[src/rtl/ram_arbiter.sv]
// Shares one single-port RAM between N_PORTS requesters, using fixed-priority or round-robin arbitration.
// Read responses come back through a latency-matched pipeline that holds {valid, port}.
module ram_arbiter #(
    parameter int N_PORTS     = 2,
    parameter int ADDR_WIDTH  = 13,
    parameter int DATA_WIDTH  = 32,
    parameter int ARB_MODE    = 1,
    parameter int MEM_LATENCY = 1
) (
    input  logic                            clk,
    input  logic                            reset,
    input  logic [N_PORTS-1:0]              req_en,
    input  logic [N_PORTS-1:0]              req_we,
    input  logic [N_PORTS*ADDR_WIDTH-1:0]   req_addr,
    input  logic [N_PORTS*DATA_WIDTH/8-1:0] req_be,
    input  logic [N_PORTS*DATA_WIDTH-1:0]   req_wdata,
    output logic [N_PORTS-1:0]              req_grant,
    output logic [N_PORTS-1:0]              resp_valid,
    output logic [DATA_WIDTH-1:0]           resp_rdata,
    output logic                            mem_en,
    output logic                            mem_we,
    output logic [ADDR_WIDTH-1:0]           mem_addr,
    output logic [DATA_WIDTH/8-1:0]         mem_be,
    output logic [DATA_WIDTH-1:0]           mem_wdata,
    input  logic [DATA_WIDTH-1:0]           mem_rdata
);

    localparam int BE_WIDTH  = DATA_WIDTH / 8;
    localparam int IDX_WIDTH = (N_PORTS > 1) ? $clog2(N_PORTS) : 1;
    localparam logic [IDX_WIDTH-1:0] LAST_RESET = IDX_WIDTH'(N_PORTS - 1);

    logic [IDX_WIDTH-1:0] r_lastGrant;
    logic [IDX_WIDTH-1:0] w_grantIdx;
    logic                 w_anyGrant;
    logic                 w_readGrant;
    int                   w_candidate;

    logic [MEM_LATENCY-1:0] r_pipeValid;
    logic [IDX_WIDTH-1:0]   r_pipePort [MEM_LATENCY];

    // Descending loops: the last match written is the one that wins, so no early exit is needed.
    always_comb begin
        w_grantIdx  = '0;
        w_anyGrant  = 1'b0;
        w_candidate = 0;
        if (!reset) begin
            if (ARB_MODE == 0) begin
                for (int i = N_PORTS - 1; i >= 0; i--) begin
                    if (req_en[i]) begin
                        w_grantIdx = IDX_WIDTH'(i);
                        w_anyGrant = 1'b1;
                    end
                end
            end else begin
                for (int k = N_PORTS; k >= 1; k--) begin
                    w_candidate = int'(r_lastGrant) + k;
                    if (w_candidate >= N_PORTS) begin
                        w_candidate = w_candidate - N_PORTS;
                    end
                    for (int j = 0; j < N_PORTS; j++) begin
                        if (j == w_candidate && req_en[j]) begin
                            w_grantIdx = IDX_WIDTH'(j);
                            w_anyGrant = 1'b1;
                        end
                    end
                end
            end
        end
    end

    always_comb begin
        req_grant = '0;
        mem_en    = w_anyGrant;
        mem_we    = 1'b0;
        mem_addr  = '0;
        mem_be    = '0;
        mem_wdata = '0;
        for (int i = 0; i < N_PORTS; i++) begin
            if (w_anyGrant && w_grantIdx == IDX_WIDTH'(i)) begin
                req_grant[i] = 1'b1;
                mem_we       = req_we[i];
                mem_addr     = req_addr[i*ADDR_WIDTH +: ADDR_WIDTH];
                mem_be       = req_be[i*BE_WIDTH +: BE_WIDTH];
                mem_wdata    = req_wdata[i*DATA_WIDTH +: DATA_WIDTH];
            end
        end
    end

    assign w_readGrant = w_anyGrant && !mem_we;

    // Idle cycles keep last_grant so the rotation resumes where it left off.
    always_ff @(posedge clk) begin
        if (reset) begin
            r_lastGrant <= LAST_RESET;
        end else if (w_anyGrant) begin
            r_lastGrant <= w_grantIdx;
        end
    end

    always_ff @(posedge clk) begin
        if (reset) begin
            r_pipeValid <= '0;
            for (int s = 0; s < MEM_LATENCY; s++) begin
                r_pipePort[s] <= '0;
            end
        end else begin
            r_pipeValid[0] <= w_readGrant;
            r_pipePort[0]  <= w_grantIdx;
            for (int s = 1; s < MEM_LATENCY; s++) begin
                r_pipeValid[s] <= r_pipeValid[s-1];
                r_pipePort[s]  <= r_pipePort[s-1];
            end
        end
    end

    always_comb begin
        resp_valid = '0;
        resp_rdata = '0;
        if (!reset && r_pipeValid[MEM_LATENCY-1]) begin
            resp_rdata = mem_rdata;
            for (int i = 0; i < N_PORTS; i++) begin
                if (r_pipePort[MEM_LATENCY-1] == IDX_WIDTH'(i)) begin
                    resp_valid[i] = 1'b1;
                end
            end
        end
    end

endmodule

[config.mk]
export PLATFORM = sky130hd
export DESIGN_NAME = ram_arbiter
export DESIGN_NICKNAME = d
export VERILOG_FILES = /design/src/rtl/ram_arbiter.sv
export SDC_FILE = /design/constraint.sdc
export NUM_CORES = 1
export LEC_CHECK = 0
export BUFFER_PORTS_ARGS = -buffer_cell sky130_fd_sc_hd__buf_2
export CORE_AREA = 2 2 87 89
export CTS_CLUSTER_DIAMETER = 200
export DETAILED_ROUTE_END_ITERATION = 10
export DIE_AREA = 0 0 89 91
export PLACE_DENSITY = 0.55
export SYNTH_ARGS = -nofsm -noshare
export SYNTH_HDL_FRONTEND = slang
export SYNTH_SLANG_ARGS = --single-unit
[constraint.sdc]
create_clock -name clk -period 1.9 [get_ports clk]
set_clock_uncertainty 0.05 [all_clocks]
set_input_delay 0.57 -clock clk [delete_from_list [all_inputs] [get_ports clk]]
set_output_delay 0.57 -clock clk [all_outputs]
set_load 0.05 [all_outputs]
Yosys cells after proc, flatten, opt, wreduce, memory -nomap -nowiden
Memories as Yosys holds them, arrays and structs flattened.
Index checks and enable logic that the tools add are counted.
Word-level totals
  memories: 1
  RAM bits: 1
  output and inout bits: 87
  register bits: 2
Memories
  r_pipePort: depth 1, width 1, rd ports 1, clocked after memory_dff 0, write ports 1, line 39  | logic [IDX_WIDTH-1:0] r_pipePort [MEM_LATENCY];
Operators by class
  reduce and logical (&&, ||, !) cells: 13
  add/sub/neg operators: 4
  $lt $le $gt $ge: 2
  muxes and demuxes: 32
  bitwise gates (word level): 1
  eq/ne operators: 2
Operator list (number)
  32-bit 2-to-1 mux: 7
  2-bit by 32-bit equality test with 1-bit output, first input constant: 2
  32-bit logical NOT: 2
  13-bit 2-to-1 mux: 2
  1-bit 2-to-1 mux: 20
  1-bit logical AND: 8
  4-bit 2-to-1 mux: 2
  3-bit by 2-bit subtractor with 4-bit output, second input constant: 1
  1-bit by 2-bit adder with 3-bit output, second input constant: 1
  3-bit by 2-bit >= comparator with 1-bit output, second input constant: 1
  2-bit by 2-bit subtractor with 3-bit output, second input constant: 1
  1-bit by 1-bit adder with 2-bit output, second input constant: 1
  2-bit >= comparator, second input constant: 1
  1-bit logical NOT: 2
  2-bit 2-to-1 mux: 1
  1-bit inverter: 1
  1-bit OR reduction: 1

Depth between registers and ports, before layout
  depth in word-level cells: 16
  mapped depth: 5
  gate-level depth less buffers: 3

Worst setup path before layout
OpenSTA, ideal clock, no wires.
  path type: in2out
  from: input req_en[0]
  to: output mem_addr[0]
  setup slack: -0.542 ns
  data required time: 1.280 ns
  buffers on the path: 2
  stages: 5
  arrival: 1.822 ns
  cells stage by stage: buf_6 a21boi_4 buf_6 a32oi_1 nor2_1
On the way
  longest elaborated chain between the ends: 9
  elaborated cells between the ends (all ways): 15
RTL lines
  from (decl): line 12  | input logic [N_PORTS-1:0] req_en,
  1-bit logical AND: line 61  | if (j == w_candidate && req_en[j]) begin
  1-bit 2-to-1 mux (4 in a row): line 61
  1-bit 2-to-1 mux: line 46  | if (!reset) begin
  1-bit logical AND: line 79  | if (w_anyGrant && w_grantIdx == IDX_WIDTH'(i)) begin
  13-bit 2-to-1 mux: line 79
  13-bit 2-to-1 mux *: line 79
  to (decl): line 22  | output logic [ADDR_WIDTH-1:0] mem_addr,
Mark *: on every way between the ends. The rest lies on a longest branch, timed or not.

Final worst setup path
  from: input req_en[1]
  to: output mem_wdata[0]
On the way
  longest elaborated chain between the ends: 9
  elaborated cells between the ends (all ways): 15
RTL lines
  1-bit logical AND: line 61
  1-bit 2-to-1 mux (3 in a row): line 61
  1-bit 2-to-1 mux: line 46
  1-bit inverter: line 79
  1-bit logical AND: line 79
  32-bit 2-to-1 mux: line 79
  32-bit 2-to-1 mux *: line 79
  to (decl): line 24  | output logic [DATA_WIDTH-1:0] mem_wdata,
Marks and branches as above.

==> metrics.md <==
| Metric | Value |
|---|---|
| Yosys warns | 0 |
| Fill cells | 543 |
| H-tree depth | 1 |
| Vias | 2464 |
| Pre-CTS setup slack | -364 ps |
| Post-synth ARST share | 0% |
| Slowest CP cell | a32oi_2 |
| Most frequent CP cell | buf_6 |
| Largest area contributor in the netlist | a32oi_1 |
| CP max stage delay | 260 ps |
| Hold slack | 449 ps |
| Status | finished, violations left |
| Max FO, Critical Path | 9 |
| Num CTS Buffers | 3 |
| Leak pwr | 0.00200 uW |
| CP top delay family | buffers and inverters |
| RSZ-0062 raised after global routing | yes |
| Post-layout min period | 2180 ps |
| Inserted Diodes | 0 |
| Fin nets | 555 |
| Post-route DRC | 0 |
| Hold WC Path Type | reg -> reg |
| Final setup margin | -276 ps |
| GP Congestion | 0.753 |
| Fin. Hold Viols | 0 |
| Pre-antenna DRT Iters | 4 |
| Slew margin rel. | 77.3% |
| Startpoint types | primary input |
| Full die area | 8100 sq um |
| Share of the synthesized area in the top cell type | 35.0% |
| Worst slew pin tran | 341 ps |
| Max-cap violations | 0 |
| GRT Total Usage | 19.9% |
| Vias in the first global route | 2541 |
| Final period util | 115% |
| CTS Buffer Depth | 2 |
| Initial Utilization | 17.5% |
| CP required | 1280 ps |
| Commonest cells after routing, fill and taps aside | buf_2 (132), buf_8 (63), nor2_4 (52) |
| Cell Rows | 31 |
| Crit path buffers/inverters | 4 |
| Setup CP Type | in -> out |
| Crit end category | output pin |
| Setup violators final | 87 |
| CP cell instances | buf_8 > a21boi_4 > buf_6 > buf_12 > a32oi_2 > nor2_4 > buf_6 |
| I/O Buffers | 222 |
| CTS tree | yes |
| Drt total wl | 9650 um |
| Grt ovf | 0 |
| Iteration-0 DRC count of the detailed router | 34 |
| Fmax | 460 MHz |
| Post-DP HPWL | 5350 um |
| Register Area | 63.8 sq um |
| Most common cell after layout, fill and taps aside | buf_2 |
| Clock slew at reported path FFs | 30 ps |
| Die height | 91 um |
| Final Max Slew Viols | 0 |
| WL/cell | 18.7 um |
| Number of distinct library cells after synthesis | 18 |
| Final TNS setup | -15630 ps |
| Failing checks | negative setup slack |
| Mapped cell area | 1250 sq um |
| Sequential share of the synthesized area | 4.80% |
| Gate count of the mapped netlist | 178 |
| Vias per inst | 4.77 |
| Area grow syn2layout | 290% |
| Largest net degree at the start of global routing | 40 |
| Post-synth top flop | dfxtp_1 |
| First-pass GRT wire length | 12600 um |
| Area of the multi-input gates | 2030 sq um |
| Syn_nets | 314 |
| Die Wd | 89 um |
| Skew-Pair Late Insertion Delay | 220 ps |
| Post-synthesis area per instance | 7.03 sq um |
| Post-synth EDFFs | 0 |
| Max VDD drop | 0.189 mV |
| WP data arrival | 1560 ps |
| Power per cell area | 352 nW/um^2 |
| Root buf cell | clkbuf_8 |
| Layout cells sized above 1 | 97.4% |
| Core ar. | 7140 sq um |
| Area contributors post-synth | a32oi_1 (35%), and2_1 (17%), nor2_1 (16%) |
| Top Ports | 223 |
| Antenna Nets Post-Route | 0 |
| Synth Register Bits | 3 |
| Initial antenna violation count | 0 |
| Clk sinks | 3 |
tightest hold or removal path, stage by stage (launching register included):
cell and delay (ps):
dfxtp_4 360, a21oi_1 60, nand2_1 50
Yosys cell counts (2+ instances only):
library cell and number:
buf_2 2, nor2_1 54, clkbuf_1 7, buf_6 11, nand2_1 3, a32oi_1 50, bufbuf_8 5, and2_1 33
and2b_1 2, dfxtp_1 3
logic make-up (layout without fill, tap and decap cells):
| family | count (synthesis) | in the layout | synth area share [%] |
|---|---|---|---|
| buffers and inverters | 27 | 267 | 21.2 |
| AND/OR/NAND/NOR | 95 | 95 | 36.5 |
| AO/OA/AOI/OAI | 53 | 53 | 37.5 |
| flip-flops | 3 | 3 | 4.80 |
cell type report:
class / instances / area share [%]
multi-input cells: 148 / 41.6
inverters: 1 / 0.0770
clock buffers: 4 / 0.924
repair buffers: 262 / 53.5
flip-flops and latches: 3 / 1.31
well taps: 99 / 2.54
routing by layer:
layer,share of wire [%],track usage [%],routed length (um)
met5,0,0,0
met4,2.4,7.34,231
met3,5.5,3.27,528
met2,57,38.4,5480
met1,35,20.6,3410
sequential cells by signal, summed over array words and instances (netlist names):
name,cells
r_pipePort,1
r_lastGrant,1
r_pipeValid,1
final timing paths:
path / startpoint / to / slack, ps / depth (start not counted)
max reg2reg: r_lastGrant / r_pipeValid / 600 / 5
min reg2reg: r_lastGrant / r_lastGrant / 450 / 2
max: req_en[1] / mem_wdata[0] / -280 / 7
min: r_lastGrant / r_lastGrant / 450 / 2
through the flow:
step | instances | power, uW | util [%] | area [sq um]
floorplan | 178 | 749 | - | 1710
global placement | 489 | 999 | 40.4 | 2880
detailed placement | 489 | 1010 | 40.4 | 2880
CTS | 509 | 1500 | 58.9 | 4200
global route | 517 | 1780 | 68.3 | 4870
finish | 517 | 1710 | 68.3 | 4870
power by group:
group | switching, uW | internal [uW] | leakage, uW
clock network | 41.3 | 143 | 0.0000228
registers | 4.37 | 67.8 | 0.0000250
logic | 796 | 662 | 0.00195
total | 842 | 873 | 0.00200
repair_timing:
item / in CTS / in global routing
pin swaps: 28 / 20
endpoints found under the setup margin: 87 / 87
setup buffers: 9 / 8
hold buffers: 0 / 0
gates cloned: 7 / 6
resized for setup: 287 / 102
(Power assumes the default switching activity.)
